### src/rtl/ao486_l15_req_arb_pkg.sv
// Shared encodings for the ao486 L1.5 request arbiter: request types, FSM states,
// source indices and the per-type address alignment rule.
package ao486_l15_req_arb_pkg;

   typedef enum logic [1:0] {
      REQ_CODE  = 2'd0,
      REQ_LINE  = 2'd1,
      REQ_BURST = 2'd2
   } req_type_e;

   typedef enum logic [1:0] {
      ST_IDLE  = 2'd0,
      ST_ISSUE = 2'd1,
      ST_WAIT  = 2'd2
   } arb_state_e;

   // Slot index equals the request-type encoding, so arb_pending reads {burst, line, code}.
   localparam int unsigned NUM_SRC   = 3;
   localparam int unsigned SRC_CODE  = 0;
   localparam int unsigned SRC_LINE  = 1;
   localparam int unsigned SRC_BURST = 2;

   // Code and line fetches are 16-byte lines; bursts are dword aligned.
   function automatic logic [31:0] align_addr(input req_type_e t, input logic [31:0] a);
      logic [31:0] r;
      if (t == REQ_BURST) r = {a[31:2], 2'b00};
      else                r = {a[31:4], 4'h0};
      return r;
   endfunction

endpackage

### src/rtl/ao486_req_slot.sv
// One pending-request slot: holds the address of a single captured request until
// the arbiter hands it to the transducer. A request arriving while the slot is
// occupied is dropped and flagged, unless the slot is being released that cycle.
module ao486_req_slot (
   input  logic        clk,
   input  logic        rst,
   input  logic        do_i,
   input  logic [31:0] addr_i,
   input  logic        clr_i,
   output logic        pending_o,
   output logic [31:0] addr_o,
   output logic        overflow_o
);

   logic        pending_q, pending_d;
   logic [31:0] addr_q, addr_d;

   // Next-state: release on grant, capture when empty or being released.
   always_comb begin
      pending_d = pending_q;
      addr_d    = addr_q;
      if (clr_i) begin
         pending_d = 1'b0;
      end
      if (do_i && (!pending_q || clr_i)) begin
         pending_d = 1'b1;
         addr_d    = addr_i;
      end
   end

   // Slot registers.
   always_ff @(posedge clk or posedge rst) begin
      if (rst) begin
         pending_q <= 1'b0;
         addr_q    <= '0;
      end else begin
         pending_q <= pending_d;
         addr_q    <= addr_d;
      end
   end

   assign pending_o  = pending_q;
   assign addr_o     = addr_q;
   assign overflow_o = do_i & pending_q & ~clr_i;

endmodule

### src/rtl/ao486_l15_req_arb.sv
// ao486 L1.5 request arbiter: three request slots, LINE > BURST > CODE priority
// with a starvation guard for CODE, one request outstanding at a time, WAIT
// timeout and sticky error flags.
//
// state | meaning
// IDLE  | no request outstanding; pick a winner when any slot is pending
// ISSUE | arb_req_val high, type/addr held until arb_req_ready
// WAIT  | request accepted; waiting for a completion of the same type
module ao486_l15_req_arb
   import ao486_l15_req_arb_pkg::*;
#(
   parameter int unsigned STARVE_LIMIT   = 4,
   parameter int unsigned TIMEOUT_CYCLES = 1024,
   parameter int unsigned TO_W           = 11
) (
   input  logic        clk,
   input  logic        rst,
   input  logic        request_readcode_do,
   input  logic [31:0] request_readcode_address,
   input  logic        request_readline_do,
   input  logic [31:0] request_readline_address,
   input  logic        request_readburst_do,
   input  logic [31:0] request_readburst_address,
   output logic        arb_req_val,
   output logic [1:0]  arb_req_type,
   output logic [31:0] arb_req_addr,
   input  logic        arb_req_ready,
   input  logic        xdcr_resp_val,
   input  logic [1:0]  xdcr_resp_type,
   output logic        arb_busy,
   output logic [2:0]  arb_pending,
   output logic        err_overflow,
   output logic        err_unexpected,
   output logic        err_timeout
);

   localparam int unsigned SW = (STARVE_LIMIT > 0) ? $clog2(STARVE_LIMIT + 1) : 1;
   localparam logic [SW-1:0]   STARVE_MAX = SW'(STARVE_LIMIT);
   localparam logic [TO_W-1:0] TO_LOAD    = TO_W'(TIMEOUT_CYCLES);
   localparam logic [TO_W-1:0] TO_LAST    = TO_W'(1);

   arb_state_e       state_q, state_d;
   req_type_e        type_q, type_d;
   logic [31:0]      addr_q, addr_d;
   logic [SW-1:0]    starve_q, starve_d;
   logic [TO_W-1:0]  to_q, to_d;
   logic             err_ovf_q, err_unexp_q, err_to_q;
   logic             unexp_set, to_set;

   logic [NUM_SRC-1:0] slot_pend, slot_clr, slot_ovf;
   logic [31:0]        slot_addr_code, slot_addr_line, slot_addr_burst;
   logic               hs;
   logic               force_code;
   req_type_e          win;
   logic [31:0]        win_addr;

   assign hs = (state_q == ST_ISSUE) && arb_req_ready;

   // A slot is released only on the handshake of a request of its own type.
   assign slot_clr[SRC_CODE]  = hs && (type_q == REQ_CODE);
   assign slot_clr[SRC_LINE]  = hs && (type_q == REQ_LINE);
   assign slot_clr[SRC_BURST] = hs && (type_q == REQ_BURST);

   ao486_req_slot u_slot_code (
      .clk        (clk),
      .rst        (rst),
      .do_i       (request_readcode_do),
      .addr_i     (request_readcode_address),
      .clr_i      (slot_clr[SRC_CODE]),
      .pending_o  (slot_pend[SRC_CODE]),
      .addr_o     (slot_addr_code),
      .overflow_o (slot_ovf[SRC_CODE])
   );

   ao486_req_slot u_slot_line (
      .clk        (clk),
      .rst        (rst),
      .do_i       (request_readline_do),
      .addr_i     (request_readline_address),
      .clr_i      (slot_clr[SRC_LINE]),
      .pending_o  (slot_pend[SRC_LINE]),
      .addr_o     (slot_addr_line),
      .overflow_o (slot_ovf[SRC_LINE])
   );

   ao486_req_slot u_slot_burst (
      .clk        (clk),
      .rst        (rst),
      .do_i       (request_readburst_do),
      .addr_i     (request_readburst_address),
      .clr_i      (slot_clr[SRC_BURST]),
      .pending_o  (slot_pend[SRC_BURST]),
      .addr_o     (slot_addr_burst),
      .overflow_o (slot_ovf[SRC_BURST])
   );

   // Winner select: starvation guard first, then LINE > BURST > CODE.
   always_comb begin
      force_code = slot_pend[SRC_CODE] && (STARVE_LIMIT != 0) && (starve_q == STARVE_MAX);
      win        = REQ_CODE;
      if (force_code)                 win = REQ_CODE;
      else if (slot_pend[SRC_LINE])   win = REQ_LINE;
      else if (slot_pend[SRC_BURST])  win = REQ_BURST;
      else                            win = REQ_CODE;

      win_addr = slot_addr_code;
      case (win)
         REQ_LINE:  win_addr = slot_addr_line;
         REQ_BURST: win_addr = slot_addr_burst;
         default:   win_addr = slot_addr_code;
      endcase
   end

   // FSM next-state, starvation counter, timeout counter and error set pulses.
   always_comb begin
      state_d   = state_q;
      type_d    = type_q;
      addr_d    = addr_q;
      starve_d  = starve_q;
      to_d      = to_q;
      unexp_set = 1'b0;
      to_set    = 1'b0;

      if (!slot_pend[SRC_CODE]) begin
         starve_d = '0;
      end

      case (state_q)
         ST_IDLE: begin
            if (xdcr_resp_val) unexp_set = 1'b1;
            if (|slot_pend) begin
               state_d = ST_ISSUE;
               type_d  = win;
               addr_d  = align_addr(win, win_addr);
               if (win == REQ_CODE) begin
                  starve_d = '0;
               end else if (slot_pend[SRC_CODE] && (STARVE_LIMIT != 0)) begin
                  starve_d = starve_q + SW'(1);
               end
            end
         end

         ST_ISSUE: begin
            if (xdcr_resp_val) unexp_set = 1'b1;
            if (arb_req_ready) begin
               state_d = ST_WAIT;
               to_d    = TO_LOAD;
            end
         end

         ST_WAIT: begin
            if (xdcr_resp_val && (xdcr_resp_type == 2'(type_q))) begin
               state_d = ST_IDLE;
            end else begin
               if (xdcr_resp_val) unexp_set = 1'b1;
               if (TIMEOUT_CYCLES != 0) begin
                  // Timed-out requests are abandoned, not retried.
                  if (to_q == TO_LAST) begin
                     state_d = ST_IDLE;
                     to_set  = 1'b1;
                  end else begin
                     to_d = to_q - TO_W'(1);
                  end
               end
            end
         end

         default: state_d = ST_IDLE;
      endcase
   end

   // State, request, counter and sticky error registers.
   always_ff @(posedge clk or posedge rst) begin
      if (rst) begin
         state_q     <= ST_IDLE;
         type_q      <= REQ_CODE;
         addr_q      <= '0;
         starve_q    <= '0;
         to_q        <= '0;
         err_ovf_q   <= 1'b0;
         err_unexp_q <= 1'b0;
         err_to_q    <= 1'b0;
      end else begin
         state_q     <= state_d;
         type_q      <= type_d;
         addr_q      <= addr_d;
         starve_q    <= starve_d;
         to_q        <= to_d;
         err_ovf_q   <= err_ovf_q | (|slot_ovf);
         err_unexp_q <= err_unexp_q | unexp_set;
         err_to_q    <= err_to_q | to_set;
      end
   end

   assign arb_req_val    = (state_q == ST_ISSUE);
   assign arb_req_type   = type_q;
   assign arb_req_addr   = addr_q;
   assign arb_busy       = (state_q != ST_IDLE) || (|slot_pend);
   assign arb_pending    = slot_pend;
   assign err_overflow   = err_ovf_q;
   assign err_unexpected = err_unexp_q;
   assign err_timeout    = err_to_q;

endmodule

### config.mk
export PLATFORM = sky130hd
export DESIGN_NAME = ao486_l15_req_arb
export DESIGN_NICKNAME = d
export VERILOG_FILES = /design/src/rtl/ao486_l15_req_arb_pkg.sv /design/src/rtl/ao486_req_slot.sv /design/src/rtl/ao486_l15_req_arb.sv
export SDC_FILE = /design/constraint.sdc
export NUM_CORES = 1
export LEC_CHECK = 0
export ABC_AREA = 1
export CAP_MARGIN = 10
export CORE_UTILIZATION = 47
export DETAILED_ROUTE_END_ITERATION = 12
export GPL_TIMING_DRIVEN = 0
export PLACE_DENSITY = 0.76
export SLEW_MARGIN = 20
export SYNTH_ARGS = -nofsm -noshare
export SYNTH_HDL_FRONTEND = slang
export SYNTH_HIERARCHICAL = 1
export SYNTH_SLANG_ARGS = --single-unit
### constraint.sdc
create_clock -name clk -period 1.9 [get_ports clk]
set_input_delay 0.38 -clock clk [delete_from_list [all_inputs] [get_ports clk]]
set_output_delay 0.38 -clock clk [all_outputs]
set_load 0.1 [all_outputs]
Yosys cells after proc, flatten, opt, wreduce, memory -nomap -nowiden
Index checks and enable logic that the tools add are counted. Widths: inputs -> output; s select.

Bits in registers: 152. Word-level logic and storage cells: 103.

$add $sub $neg: 2. Equality and inequality tests: 14. Muxes and demuxes: 31. Bitwise logic cells: 12. Reductions and logical operators: 30.

Operator list (number): $pmux 32 s2 (1); $mux 11 (3); $pmux 11 s2 (1); $mux 3 (5); $mux 2 (7); $eq 11x1->1 const B (1); $mux 1 (11); $sub 11x1->11 const B (1); $reduce_bool 2->1 (5); $logic_and 1x1->1 (9); $and 1x1->1 (6); $eq 2x1->1 const B (3); $eq 2x2->1 const B (3); $logic_not 2->1 (3); $ne 2x2->1 const B (3); $pmux 2 s3 (1); $reduce_or 3->1 (2); $logic_or 1x1->1 (4); $mux 4 (1); $reduce_and 4->1 (1); $add 3x1->3 const B (1); $eq 3x3->1 const B (1); $logic_not 1->1 (3); $ne 3x3->1 const B (1); other kinds (8) (12).

Logic depth before layout (Yosys ltp)
Gate-level depths: netlist (run 1).

Depth after elaboration: 7. Gate-level depth with buffers: 11.

By module
Netlist (run 1), hierarchy kept.

By module, submodules not included: ao486_req_slot (instances 3, cells each 146, area an instance 1351.3 sq um); ao486_l15_req_arb (instances 1, cells each 379, area an instance 2950.3 sq um).

Worst setup path after synthesis (run 1)
No wires, ideal clock.

Kind: register -> register. Start: reg state_q[0]. End: reg err_ovf_q (netlist: err_overflow). Data arrival time: 3339 ps. Data required time: 1761 ps. Path slack: -1578 ps. Cell stages (with the launch flop): 11. Path through: dfrtp_1 inv_1 nor2_1 nand2_1 buf_2 nor3_1 inv_2 nand2_4 buf_4 nor2_1 or4_1.

Longest elaborated chain between the ends: 7. Elaborated cells on any way between the ends: 13.

Ends and longest elaborated chain: start: declaration (RTL line ao486_l15_req_arb.sv:42) `arb_state_e state_q, state_d;`; start signal: assignment (RTL line ao486_l15_req_arb.sv:184) `state_q <= state_d;`; $eq 2x1->1; via arb_req_val (RTL line ao486_l15_req_arb.sv:24) `output logic arb_req_val,`; $logic_and 1x1->1 (RTL line ao486_l15_req_arb.sv:57) `assign hs = (state_q == ST_ISSUE) && arb_req_ready;`; $logic_and 1x1->1 (RTL line ao486_l15_req_arb.sv:60) `assign slot_clr[SRC_CODE] = hs && (type_q == REQ_CODE);`; via slot_clr[0] (RTL line ao486_l15_req_arb.sv:50) `logic [NUM_SRC-1:0] slot_pend, slot_clr, slot_ovf;`; $not 1->1 (RTL line ao486_req_slot.sv:44) `assign overflow_o = do_i & pending_q & ~clr_i;`; $and 1x1->1 (RTL line ao486_req_slot.sv:44); via slot_ovf[0] (RTL line ao486_l15_req_arb.sv:50); $reduce_or 3->1 (RTL line ao486_l15_req_arb.sv:189) `err_ovf_q <= err_ovf_q | (|slot_ovf);`; $or 1x1->1 (RTL line ao486_l15_req_arb.sv:189); end signal: assignment (RTL line ao486_l15_req_arb.sv:189); end: declaration (RTL line ao486_l15_req_arb.sv:47) `logic err_ovf_q, err_unexp_q, err_to_q;`.

The timed path passes the listed nets, and every way through them passes these cells. A chain may end at the register's enable or synchronous reset.

Worst setup path after layout (run 1)
Start: reg u_slot_code.pending_q (netlist: u_slot_code/pending_o). End: out arb_pending[0].

RTL lines: start: declaration (RTL line ao486_req_slot.sv:15) `logic pending_q, pending_d;`; start signal: assignment (RTL line ao486_req_slot.sv:37) `pending_q <= pending_d;`; end: declaration (RTL line ao486_l15_req_arb.sv:31) `output logic [2:0] arb_pending,`.

No word-level cell between the ends.

==> results.md, run 1 <==
- Status: complete, no violations
- GR Overflow Total: 0
- Initial DRC count: 639
- Largest net degree at the start of global routing: 34
- Critical-path top delay cell: clkdlybuf4s15_2
- Vias post-DR: 6022
- WL per Instance: 16.4 um
- Number of H-tree levels: 4
- Tmin final: 1.89 ns
- Post-DP HPWL: 13600 um
- Vias in the first global route: between 5000 and 6000
- Layout cells sized above 1: 19.0%
- Drt first pass iters: 5
- Clock transition at the registers of the reported paths: 0.05 ns
- Initial core utilization: 48.5%
- Drt drc: 0
- CP top delay family: buffers and inverters
- CTS tree: done
- CTS Buf Count: 17
- Max_cap viols: 0
- Routed wire length on met2: 8780 um
- Synth warnings: 6
- M1 WL: 8470 um
- Chip Width: approximately 120 um
- Routed wire length: around 19000 um
- Fmax achieved: 0.529 GHz
- Startpoint types: flip-flop
- CP Capture Type: output port
- Relative max-transition margin: 54.8%
- Max Slew Vio Count: 0
- Initial antenna violation count: 0
- Drt via density: around 5.3
- Peak VDD IR: about 1.2 mV
- NumNets Final: 1066
- Post-CTS Hold Buffers: 0
- Area Overhead vs Synth: 39.0%
- Die Ht: 122 um
- Leak pwr: around 4.6 nW
- Fin Clk Skew: 0.00772 ns
- PortBufs: approximately 140
- All-Layer GR Usage: 26.6%
- Routability cong.: ~0.84
- CTS Sinks: 144
- Hold Vio Cnt, Final: 0
- Synthesized instance count: 793
- Util after Layout: 67.4%
- Worst hold slack: ~0.26 ns
- Power Density: 1890 nW/um^2
- Met3 WL: 1140 um
- Crit path kind: reg -> out
- Unrepaired setup endpoints after global routing: yes
- Placed cell count: roughly 1100
- Ant diodes: 0
- Die footprint: 14900 sq um
- Post-Synthesis Mean Instance Area: approximately 8.5 sq um
- Worst EP arrival: 1.51 ns
- Buf/Inv on CP: 1
- Worst Max-Slew Pin Slew: ~0.68 ns
- Io pins: ~150
- Setup ws final: 0.00856 ns
- Post-DRT Antenna Nets: 0
- CTS Root Cell: clkbuf_16
- Core ar.: about 14000 sq um
- Clock Latency Late Sink: roughly 0.42 ns
- Pre-CTS setup slack: -0.494 ns
- CP Max Fanout: 6
- Hold/Removal Path Class: in -> reg
- CP cell instances: clkdlybuf4s15_2
- Critical Path RT: 1.52 ns
- Clock Tree Buf Depth: 2
- # rows: 43
- Synth Cell Area: 6780 sq um
- Finished Layout Cells: roughly 1100
- Max incr delay on CP: 0.58 ns
- First-pass GRT wire length: 29400 um
- Crit share post-route: 99.5%
- Top sig layer: met4
- Endpoints failing setup: 0
## final timing paths
check / depth (start not counted) / endpoint / from / slack, ns
worst max-delay path: 1 / arb_pending[0] / u_slot_code/pending_o / 0.009
worst min-delay path: 3 / u_slot_code/pending_o / request_readcode_do / 0.26
worst max register to register: 10 / arb_req_addr[12] / starve_q[0] / 0.02
worst min register to register: 2 / u_slot_line/addr_o[3] / u_slot_line/addr_o[3] / 0.47
max in group asynchronous: 2 / u_slot_code/pending_o / rst / 0.84
min in group asynchronous: 2 / arb_req_addr[30] / rst / 0.45
## cells in the final DEF (no fill, tap or decap), types with 17 or more instances in the layout
cell,instances
buf_4,29
a22o_1,28
nand3_1,108
o21ai_1,40
dfrtp_1,138
clkbuf_16,17
nor2_1,49
clkdlybuf4s15_2,38
clkdlybuf4s50_1,95
nand2_1,268
inv_1,20
## per-stage QoR
| step | TNS, ns | cell area, sq um | power (mW) |
|---|---|---|---|
| after floorplan | -5.12 | 6850 | 11.2 |
| after global placement | -59.34 | 8430 | 13.2 |
| after detailed placement | -12.10 | 8450 | 13.4 |
| after CTS | -0.919 | 9330 | 17.6 |
| after global routing | -0.261 | 9420 | 18.8 |
| final | 0 | 9420 | 17.8 |
## layer usage
layer | up-vias | global-route usage, %
li1 | 2913 | -
met4 | 0 | 12.2
met1 | 2855 | 37.0
met5 | - | 0
met2 | 221 | 39.8
met3 | 33 | 5.66
## report_power, final
part           internal (mW)  switching (mW)  total [mW]
logic                   2.77            5.81        8.58
registers               4.44           0.956        5.39
clock network           2.59            1.25        3.84
total                   9.80            8.02        17.8
## worst register-to-register path: cells and delay by family, from the launching register on
kind / cells / cell delay [ns]
buffers and inverters: 3 / 0.26
AO/OA/AOI/OAI: 3 / 0.50
flip-flops: 1 / 0.38
adder cells (fa/ha/maj): 2 / 0.37
AND/OR/NAND/NOR: 2 / 0.23
## sequential cells by signal, indices dropped and copies added, names as in the netlist
signal / count
arb_req_addr: 30
u_slot_code/addr_o: 30
u_slot_line/pending_o: 1
state_q: 2
err_unexpected: 1
arb_req_type: 2
starve_q: 3
u_slot_burst/pending_o: 1
to_q: 11
err_timeout: 1
err_overflow: 1
u_slot_burst/addr_o: 30
u_slot_line/addr_o: 30
u_slot_code/pending_o: 1
## repair_timing
| action | CTS | global route |
|---|---|---|
| buffers inserted | 3 | 6 |
| resized for setup | 185 | 35 |
| pin swaps | 5 | 14 |
| endpoints found under the setup margin | 71 | 32 |
## final cells by class
cell class | count | area [sq um]
fill | 1126 | 4570
sequential | 144 | 3620
multi-input combinational | 564 | 2850
timing repair buffer | 145 | 1490
clock buffer | 21 | 480
buffer | 48 | 423
tap | 180 | 225
clock inverter | 10 | 205
inverter | 34 | 134
(Power assumes the default switching activity.)
==> inputs of run 2 (changes only) <==
- SLEW_MARGIN: 20 -> unset
==> results.md, run 2 (synthesis results as in run 1) <==
- Peak VDD IR: around 0.85 mV
- Die footprint: 14900 sq um
- Largest net degree at the start of global routing: 34
- CTS Buf Count: 17
- Hold_sp: request_readline_do
- Setup ws final: between 0.02 and 0.025 ns
- CP Max Fanout: 10
- Initial antenna violation count: 0
- Drt via density: 5.24
- Fin Clk Skew: 0.00748 ns
- Status: complete, no violations
- Routability cong.: approximately 0.84
- Hold depth: 3
- Initial core utilization: 48.5%
- Startpoint types: flip-flop
- Finished Layout Cells: 1154
- Placed cell count: 1110
- Clock Latency Late Sink: 0.43 ns
- Drt first pass iters: 5
- Crit share post-route: 98.8%
- Critical Path RT: roughly 2.2 ns
- Relative max-transition margin: a little over three fifths
- Number of H-tree levels: 4
- Tot Pwr: 17.6 mW
- NumNets Final: between 1000 and 1500
- Vias in the first global route: 5710
- Max_cap viols: 0
- Most common cell after layout, fill and taps aside: nand2_1
- Worst Max-Slew Pin Slew: 0.553 ns
- Reg-to-Reg End: arb_req_addr[20]
- Die Ht: about 120 um
- PortBufs: 135
- Pre-CTS setup slack: -0.499 ns
- Util after Layout: 67.8%
- Area Overhead vs Synth: 39.8%
- Unrepaired setup endpoints after global routing: yes
- Worst EP arrival: 2.18 ns
- Ant diodes: 0
- Power Density: between 1500 and 2000 nW/um^2
- Clock transition at the registers of the reported paths: 0.06 ns
- Leak pwr: 4.64 nW
- Crit path kind: reg -> reg
- R2R Setup Slk: 0.02 ns
- Vias post-DR: 6048
- CP Capture Type: flip-flop
- Routed wire length: between 15000 and 20000 um
- Hold EP: u_slot_line/pending_o
- Max Slew Vio Count: 0
- GR Overflow Total: 0
- Io pins: 147
- Layout cells sized above 1: 19.4%
- Endpoints failing setup: 0
- # rows: 43
- Clock Tree Buf Depth: 2
- CTS Sinks: 144
- Core ar.: 14000 sq um
- Chip Width: approximately 120 um
- WL per Instance: approximately 16 um
- Worst hold slack: about 0.26 ns
- CTS Root Cell: clkbuf_16
- Post-DP HPWL: approximately 14000 um
- Tmin final: 1.88 ns
- Worst R2R Start: starve_q[0]
- Hold/Removal Path Class: in -> reg
- Most frequent cells in the layout: nand2_1 (268), dfrtp_1 (139), nand3_1 (108)
- First-pass GRT wire length: about 30000 um
- Fmax achieved: about 0.53 GHz
- Cells on worst reg2reg path: 10
- Drt drc: 0
- All-Layer GR Usage: 26.5%
- Initial DRC count: about 570
- Post-DRT Antenna Nets: 0
- Hold Vio Cnt, Final: 0
- CTS tree: done
run 2: timing repair:
action	CTS	global route
setup buffers	5	6
pin swaps	7	12
endpoints found under the setup margin	71	32
gates resized for setup	192	25
hold buffers	0	0
run 2: worst max-delay path: stages (launching register included):
cell and delay, ns:
dfrtp_1 0.38, inv_2 0.07, ha_2 0.19, nand3_4 0.09, nand2_2 0.09, inv_1 0.07
ha_4 0.18, clkbuf_8 0.17, a22o_1 0.23, o21ai_2 0.19, o21ai_1 0.10
run 2: area by class of cell:
| type | count | area, sq um |
|---|---|---|
| Tap cell | 180 | 225 |
| Inverter | 34 | 128 |
| Sequential cell | 144 | 3620 |
| Multi-Input combinational cell | 564 | 2850 |
| Clock inverter | 11 | 163 |
| Clock buffer | 20 | 457 |
| Timing Repair Buffer | 150 | 1580 |
| Buffer | 51 | 459 |
| Fill cell | 1117 | 4510 |
run 2: through the flow:
stage,instance area (sq um),TNS (ns)
5_1_grt,9480,-0.0945
3_3_place_gp,8430,-59.34
2_1_floorplan,6850,-5.12
4_1_cts,9290,-0.533
3_5_place_dp,8450,-19.11
6_report,9480,0
run 2: power by group:
part	switching (mW)	internal (mW)
registers	0.959	4.44
logic	5.85	2.87
clock network	1.25	2.25
total	8.06	9.55
run 2: worst max path at each step:
stage / cells past startpoint / start / slack, ns / endpoint
2_1_floorplan: 10 / state_q[0] / -0.44 / err_overflow
3_3_place_gp: 2 / rst / -1.04 / arb_req_type[1]
3_5_place_dp: 9 / arb_req_ready / -0.50 / err_overflow
4_1_cts: 3 / u_slot_code/pending_o / -0.21 / arb_busy
5_1_grt: 10 / starve_q[1] / -0.02 / arb_req_addr[11]
6_report: 10 / starve_q[0] / 0.02 / arb_req_addr[20]
run 2: layer usage:
layer | up-vias | track usage (%) | share of wire [%]
li1 | 2918 | - | -
met1 | 2867 | 36.6 | 46
met2 | 221 | 41.0 | 46
met3 | 42 | 5.34 | 5.6
met4 | 0 | 10.7 | 2.9
met5 | - | 0 | 0
==> inputs of run 3 (changes only) <==
- CORE_ASPECT_RATIO: unset -> 0.75
- REMOVE_ABC_BUFFERS: unset -> 1
- TNS_END_PERCENT: unset -> 5
==> results.md, run 3 (synthesis results as in run 1) <==
- GR Overflow Total: 0
- Max Slew Vio Count: 0
- PortBufs: 138
- Fin Clk Skew: roughly 0.009 ns
- Initial DRC count: 491
- Most frequent cells in the layout: nand2_1 (268), dfrtp_1 (142), nand3_1 (108)
- R2R Setup Slk: -0.1 ns
- Max incr delay on CP: 0.39 ns
- NumNets Final: between 1000 and 1500
- Area Overhead vs Synth: 35.0%
- Io pins: 147
- Setup ws final: -0.0952 ns
- Die Ht: 106 um
- Pre-CTS setup slack: -1.00 ns
- Critical Path RT: 2.21 ns
- Final instance area: 9150 sq um
- # rows: 37
- All-Layer GR Usage: 26.1%
- Startpoint types: flip-flop
- Placed cell count: 1057
- Core ar.: 13900 sq um
- Worst Max-Slew Pin Slew: 0.738 ns
- Post-DP HPWL: 12000 um
- Routed wire length: 19400 um
- Post-DRT Antenna Nets: 0
- Drt via density: approximately 5.5
- Most common cell after layout, fill and taps aside: nand2_1
- Die footprint: ~15000 sq um
- Post-CTS Hold Buffers: 0
- Relative max-transition margin: 50.8%
- Finished Layout Cells: 1109
- Peak VDD IR: 0.959 mV
- Hold Vio Cnt, Final: 0
- Endpoints failing setup: 21
- CTS Buf Count: 17
- CP cell instances: inv_2, ha_2, nand3_2, nand3_2, inv_2, ha_4, buf_12, a22o_1, o21ai_2, o21ai_1
- Fmax achieved: 0.501 GHz
- WL per Instance: 17.5 um
- Tmin final: 2.00 ns
- Routability cong.: 0.842
- Drt drc: 0
- Setup TNS: -1.25 ns
- CTS Sinks: 144
- Worst R2R Start: starve_q[0]
- Max_cap viols: 0
- Initial core utilization: 48.8%
- Register area: 3610 sq um
- Clock Latency Late Sink: 0.42 ns
- Hold/Removal Path Class: in -> async
- Util after Layout: around 66%
- Chip Width: 141 um
- Worst EP arrival: ~2.3 ns
- Power Density: between 1500 and 2000 nW/um^2
- First-pass GRT wire length: 29500 um
- Drt first pass iters: 7
- Fill cells: 1105
- Area after DPL: 8060 sq um
- Critical Path Source: starve_q[0]
- Buf/Inv on CP: 3
- Clock Tree Buf Depth: 2
- Vias post-DR: 6127
- CTS Root Cell: clkbuf_16
- Initial antenna violation count: 0
- Critical-path top delay cell: dfrtp_1
- Largest net degree at the start of global routing: 36
- Failing checks: negative setup slack
- Crit path kind: reg -> reg
- CTS tree: done
- CP top delay family: compound AO/OA/AOI/OAI gates
- CP Capture Type: flip-flop
- Vias in the first global route: between 5000 and 6000
- CP Max Fanout: 15
- Multi-input logic area: 2880 sq um
- Clock transition at the registers of the reported paths: around 0.070 ns
- Leak pwr: 4.40 nW
- Status: finished with violations
- Ant diodes: 0
- Crit share post-route: 105%
- Layout cells sized above 1: 15.3%
- Number of H-tree levels: 4
- Unrepaired setup endpoints after global routing: yes
## run 3: metal layers
layer / global-route usage (%) / wire length, um / part of all wire (%)
met5: 0 / 0 / 0
met4: 7.38 / 356 / 1.8
met3: 6.35 / 1360 / 7.0
met2: 38.2 / 8580 / 44
met1: 38.3 / 9080 / 47
## run 3: metrics by stage
stage               total power [mW]  hold slack (ns)
floorplan                       10.7            0.442
global placement                12.7            0.454
detailed placement              12.9            0.460
CTS                             16.4            0.444
global route                    18.2            0.394
finish                          17.2            0.355
## run 3: worst paths after layout
kind / to / cells past startpoint
worst max register to register: arb_req_addr[25] / 10
worst max-delay path: arb_req_addr[25] / 10
min in group clk: u_slot_line/addr_o[8] / 2
max in group asynchronous: u_slot_line/addr_o[7] / 3
worst min-delay path: u_slot_burst/addr_o[24] / 2
worst min register to register: u_slot_line/addr_o[8] / 2
## run 3: timing repair
action	in CTS	in global routing
pin swaps	2	4
gates cloned	1	1
setup buffers	4	9
setup endpoints to repair	163	88
hold endpoints to repair	0	0
gates resized for setup	155	59
## run 3: final cells by class
type                       instances  share of cell area (%)
sequential                       144                    39.4
multi-input combinational        565                    31.5
timing repair buffer             158                    18.8
clock buffer                      18                    4.69
tap                              175                    2.39
clock inverter                    14                    1.72
inverter                          34                    1.49
timing repair inverter             1                  0.0820
## run 3: report_power, final
group          internal, mW  switching (mW)
clock                  1.95            1.38
combinational          2.56            5.94
sequential             4.42           0.895
total                  8.94            8.22
